$ cat src/rtl/serial_alu_ctrl_pkg.sv
// rtl/serial_alu_ctrl_pkg.sv - shared state encoding and default sizing for serial_alu_ctrl
package serial_alu_ctrl_pkg;

  localparam int DEFAULT_WIDTH = 32;
  localparam int DEFAULT_CNT_W = 5;

  typedef enum logic [1:0] {
    IDLE = 2'd0,
    RUN  = 2'd1,
    DONE = 2'd2
  } state_t;

endpackage

$ cat src/rtl/fa.sv
// rtl/fa.sv - single-bit full-adder cell
module fa (
  input  logic a,
  input  logic b,
  input  logic ci,
  output logic s,
  output logic co
);

  assign s  = a ^ b ^ ci;
  assign co = (a & b) | (a & ci) | (b & ci);

endmodule

$ cat src/rtl/serial_alu_ctrl.sv
// rtl/serial_alu_ctrl.sv - bit-serial add/subtract controller; SERIAL_ALU_COMPARE_EN adds isNotEqual/isLessThan
module serial_alu_ctrl
  import serial_alu_ctrl_pkg::*;
#(
  parameter int WIDTH = DEFAULT_WIDTH,
  parameter int CNT_W = DEFAULT_CNT_W
) (
  input  logic             clock,
  input  logic             reset_n,
  input  logic             in_valid,
  output logic             in_ready,
  input  logic [WIDTH-1:0] data_operandA,
  input  logic [WIDTH-1:0] data_operandB,
  input  logic             ctrl_sub,
  output logic             out_valid,
  input  logic             out_ready,
  output logic [WIDTH-1:0] data_result,
  output logic             carry_out,
  output logic             overflow,
  output logic             isNotEqual,
  output logic             isLessThan
);

  state_t           state_q, state_d;
  logic [CNT_W-1:0] cnt_q, cnt_d;
  logic             carry_q, carry_d;
  logic [WIDTH-1:0] a_sh_q, a_sh_d;
  logic [WIDTH-1:0] b_sh_q, b_sh_d;
  logic [WIDTH-1:0] res_q, res_d;
  logic             carry_out_q, carry_out_d;
  logic             overflow_q, overflow_d;
  logic             in_ready_q, in_ready_d;
  logic             out_valid_q, out_valid_d;

  logic             fa_s;
  logic             fa_co;
  logic             accept;
  logic             last_bit;

  // The one adder cell, fed from the LSBs of the shifting operands and the carry register.
  fa u_fa (
    .a  (a_sh_q[0]),
    .b  (b_sh_q[0]),
    .ci (carry_q),
    .s  (fa_s),
    .co (fa_co)
  );

  assign accept   = (state_q == IDLE) && in_valid && in_ready_q;
  assign last_bit = (state_q == RUN) && (cnt_q == CNT_W'(WIDTH - 1));

  // Sequencing: capture on accept, one bit per RUN cycle, hold result in DONE until taken.
  always_comb begin
    state_d     = state_q;
    cnt_d       = cnt_q;
    carry_d     = carry_q;
    a_sh_d      = a_sh_q;
    b_sh_d      = b_sh_q;
    res_d       = res_q;
    carry_out_d = carry_out_q;
    overflow_d  = overflow_q;
    case (state_q)
      IDLE: begin
        if (accept) begin
          a_sh_d  = data_operandA;
          b_sh_d  = data_operandB ^ {WIDTH{ctrl_sub}};
          carry_d = ctrl_sub;
          cnt_d   = '0;
          state_d = RUN;
        end
      end
      RUN: begin
        a_sh_d  = {1'b0, a_sh_q[WIDTH-1:1]};
        b_sh_d  = {1'b0, b_sh_q[WIDTH-1:1]};
        res_d   = {fa_s, res_q[WIDTH-1:1]};
        carry_d = fa_co;
        if (last_bit) begin
          // carry_q here is the carry into the MSB; XOR with the carry out gives signed overflow.
          carry_out_d = fa_co;
          overflow_d  = carry_q ^ fa_co;
          state_d     = DONE;
        end else begin
          cnt_d = cnt_q + CNT_W'(1);
        end
      end
      DONE: begin
        if (out_ready) begin
          state_d = IDLE;
        end
      end
      default: state_d = IDLE;
    endcase
    in_ready_d  = (state_d == IDLE);
    out_valid_d = (state_d == DONE);
  end

  // State and datapath registers; reset drops any operation in flight.
  always_ff @(posedge clock) begin
    if (!reset_n) begin
      state_q     <= IDLE;
      cnt_q       <= '0;
      carry_q     <= 1'b0;
      a_sh_q      <= '0;
      b_sh_q      <= '0;
      res_q       <= '0;
      carry_out_q <= 1'b0;
      overflow_q  <= 1'b0;
      in_ready_q  <= 1'b0;
      out_valid_q <= 1'b0;
    end else begin
      state_q     <= state_d;
      cnt_q       <= cnt_d;
      carry_q     <= carry_d;
      a_sh_q      <= a_sh_d;
      b_sh_q      <= b_sh_d;
      res_q       <= res_d;
      carry_out_q <= carry_out_d;
      overflow_q  <= overflow_d;
      in_ready_q  <= in_ready_d;
      out_valid_q <= out_valid_d;
    end
  end

  assign in_ready    = in_ready_q;
  assign out_valid   = out_valid_q;
  assign data_result = res_q;
  assign carry_out   = carry_out_q;
  assign overflow    = overflow_q;

`ifdef SERIAL_ALU_COMPARE_EN
  logic sub_q, sub_d;
  logic sticky_q, sticky_d;
  logic is_ne_q, is_ne_d;
  logic is_lt_q, is_lt_d;

  // Compare flags: sticky OR of difference bits, and sign-of-difference corrected by overflow.
  always_comb begin
    sub_d    = sub_q;
    sticky_d = sticky_q;
    is_ne_d  = is_ne_q;
    is_lt_d  = is_lt_q;
    if (accept) begin
      sub_d    = ctrl_sub;
      sticky_d = 1'b0;
    end else if (state_q == RUN) begin
      sticky_d = sticky_q | (sub_q & fa_s);
      if (last_bit) begin
        is_ne_d = sub_q & (sticky_q | fa_s);
        is_lt_d = sub_q & (fa_s ^ carry_q ^ fa_co);
      end
    end
  end

  // Compare flag registers.
  always_ff @(posedge clock) begin
    if (!reset_n) begin
      sub_q    <= 1'b0;
      sticky_q <= 1'b0;
      is_ne_q  <= 1'b0;
      is_lt_q  <= 1'b0;
    end else begin
      sub_q    <= sub_d;
      sticky_q <= sticky_d;
      is_ne_q  <= is_ne_d;
      is_lt_q  <= is_lt_d;
    end
  end

  assign isNotEqual = is_ne_q;
  assign isLessThan = is_lt_q;
`else
  assign isNotEqual = 1'b0;
  assign isLessThan = 1'b0;
`endif

endmodule
$ cat config.mk
export PLATFORM = sky130hd
export DESIGN_NAME = serial_alu_ctrl
export DESIGN_NICKNAME = d
export VERILOG_FILES = /design/src/rtl/serial_alu_ctrl_pkg.sv /design/src/rtl/fa.sv /design/src/rtl/serial_alu_ctrl.sv
export SDC_FILE = /design/constraint.sdc
export NUM_CORES = 1
export LEC_CHECK = 0
export CELL_PAD_IN_SITES_DETAIL_PLACEMENT = 1
export CELL_PAD_IN_SITES_GLOBAL_PLACEMENT = 2
export CORE_MARGIN = 2
export CORE_UTILIZATION = 31
export DETAILED_ROUTE_END_ITERATION = 12
export PLACE_DENSITY_LB_ADDON = 0.12
export SLEW_MARGIN = 5
export SYNTH_ARGS = -nofsm -noshare
export SYNTH_HDL_FRONTEND = slang
export SYNTH_SLANG_ARGS = --single-unit
$ cat constraint.sdc
create_clock -name clock -period 4.35 [get_ports clock]
set_clock_uncertainty 0.05 [all_clocks]
set_input_delay 0.87 -clock clock [delete_from_list [all_inputs] [get_ports clock]]
set_output_delay 0.87 -clock clock [all_outputs]
set_load 0.02 [all_outputs]
==> qor.yml <==
status: "completed"
diodes: 0
numPortBuffers: 104
grt_pass1_vias: 3971
synth_largest_area_cell: "dfxtp_1"
hold_path.class: "reg2reg"
hold_viol: 0
worstPathMaxFanout: 30
antenna_found_initial: 0
pre_cts_slack_ps: 1424
yosysTopAreaCellShare_pct: 46.89
cts-root-buf: "clkbuf_16"
synth_area_per_cell_um2: 8.219
grt_overflow_total: 0
drive_above_1_share_pct: 4.265
synth_cells: 561
criticalPathCategory: "in2reg"
max_slew_margin_pct: 32.11
design_area_um2: 5981
clk_pin_slew_ps: 70
cts.repair.resized: 0
critPathLaunchType: "primary input"
syn_to_final_growth_pct: 29.72
post_cts_buffers: 0
core_area_um2: 14530
fp.dieW_um: 126.0
r2r-end: "carry_q"
period_minus_slack_ps: 2539
dp_hpwl_mm: 7.527
place_area_um2: 5677
boundaryPins: 107
die_h_um: 126.0
power.total_mw: 2.240
cts.htree.levels: 3
die_area_um2: 15860
rows: 44
peakVddDrop_mv: 0.1779
first_pass_iters: 6
clkLatencyLatePin_ps: 340
synth_edf_count: 0
ys_seq_elements: 108
rsz0062_at_grt: "false"
grt_pass1_wl_mm: 19.59
cts_buffer_depth: 2
numCtsBuffers: 9
initial_core_util_pct: 31.72
drc: 0
avgRoutedWirePerCell_um: 14.57
crit_path_end: "b_sh_q[27]"
grt_max_degree: 97
drt_iter0_drc: 220
yosysMostFrequentCell: "dfxtp_1"
synth-seq-area-share_pct: 46.89
crit_path_start: "in_valid"
fmax_mhz: 393.9
ys_async_sr_fraction_pct: 0
timing.rr.start: "state_q[0]"
leakage_nw: 2.031
ff2ff_path_depth: 4
vias_per_cell: 5.048
slew_viol_final: 0
ys_warn_count: 0
setup_viol: 0
cts_sinks: 108
final_nets: 701
ys_types: 36
power_density_nw_per_um2: 374.6
ant_nets: 0
routed_wirelength_mm: 11.90
synth_top_cells_by_count: "108 x dfxtp_1, 73 x nand2_1, 69 x a21oi_1"
place_congestion: 0.6983
place_inst: 802
routed-via-count: 4124
cts_tree: "done"
finalCritPeriodShare_pct: 58.36
grt.total_usage_pct: 14.87
final-instance-count-excl-fill: 817
ctsHoldBuffers: 0
synth_area_um2: 4611
r2r_slack_ps: 2190
ys.flop_type: "dfxtp_1"
max_slew.worst_pin.slew_ps: 1018
nFillCells: 1749
worst_ep_required_time_ps: 4580
critPathCaptureType: "register"
setup_ws_ps: 1811
finalSetupTns_ps: 0
maxCapViolCount: 0
yosys-top-cells-area: "dfxtp_1 47%, a21oi_1 7.5%, nor3_1 6.6%"
arrival_ps: 2770
==> cell usage in the layout (no fill, tap or decap), types with 2 or more instances in the layout <==
cell	n
a21oi_1	69
a22oi_1	31
a311oi_1	2
and3_1	2
buf_4	5
clkbuf_1	2
clkbuf_16	9
clkbuf_8	3
clkdlybuf4s50_1	103
conb_1	2
dfxtp_1	108
ha_1	2
inv_1	3
nand2_1	73
nand3_1	33
nand4_1	2
nor2_1	36
nor3_1	61
nor3b_1	2
o21ai_0	32
o22ai_1	2
xnor2_1	2
xor2_1	31
==> worst min-delay path by stage <==
stage                     cells past startpoint  startpoint          to  slack (ps)
after floorplan                               2  a_sh_q[31]  a_sh_q[31]         380
after global placement                        2  a_sh_q[31]  a_sh_q[31]         400
after detailed placement                      2  a_sh_q[31]  a_sh_q[31]         400
after CTS                                     2  a_sh_q[31]  a_sh_q[31]         410
after global routing                          2  a_sh_q[31]  a_sh_q[31]         440
final                                         2    overflow    overflow         410
==> report_power, final <==
group / total [mW] / internal, mW / switching, mW
clock: 0.844 / 0.492 / 0.352
combinational: 0.317 / 0.141 / 0.176
sequential: 1.08 / 1.05 / 0.0312
total: 2.24 / 1.68 / 0.559
==> critical path, stage by stage <==
cell,delay [ps]
clkdlybuf4s50_1,520
and4bb_2,710
buf_4,360
a22oi_1,130
a21oi_1,160
==> flip-flops by register name, summed over array words and instances (netlist names) <==
signal and flops:
in_ready 1, state_q 2, b_sh_q 32, overflow 1, out_valid 1, carry_q 1
a_sh_q 32, data_result 32, cnt_q 5, carry_out 1
==> per-stage QoR <==
| step | hold WS [ps] | util (%) |
|---|---|---|
| floorplan | 383.2 | - |
| global placement | 395.2 | 39.06 |
| detailed placement | 399.8 | 39.06 |
| CTS | 409.9 | 41.15 |
| global route | 435.9 | 41.15 |
| finish | 406.8 | 41.15 |
==> cells by family (layout without fill, tap and decap cells) <==
family	after synthesis	count (layout)	share of synthesized area (%)
flops	108	108	46.89
compound gates	141	141	17.75
other cells	1	2	0.08133
fa+ha+maj	3	3	0.9769
simple gates	217	217	21.36
buf+inv	58	129	6.675
xor+xnor	33	33	6.269
==> metal layers <==
layer  track usage, %  share of wire, %  up-vias
met5                0                 0        -
met4            4.202               1.2        0
met3            3.866               4.5       13
met2            23.81                46       82
met1            19.88                48     1963
li1                 -                 -     2066
==> area by class of cell <==
| cell class | instances | area (um2) | area share, % |
|---|---|---|---|
| multi-input cells | 396 | 2176 | 36.38 |
| repair buffers | 110 | 1094 | 18.28 |
| well taps | 184 | 230.2 | 3.849 |
| flip-flops and latches | 108 | 2162 | 36.15 |
| clock inverters | 1 | 30.03 | 0.5021 |
| clock buffers | 14 | 274.0 | 4.582 |
| inverters | 4 | 15.01 | 0.2510 |
Power figures use the tool's default switching activity.
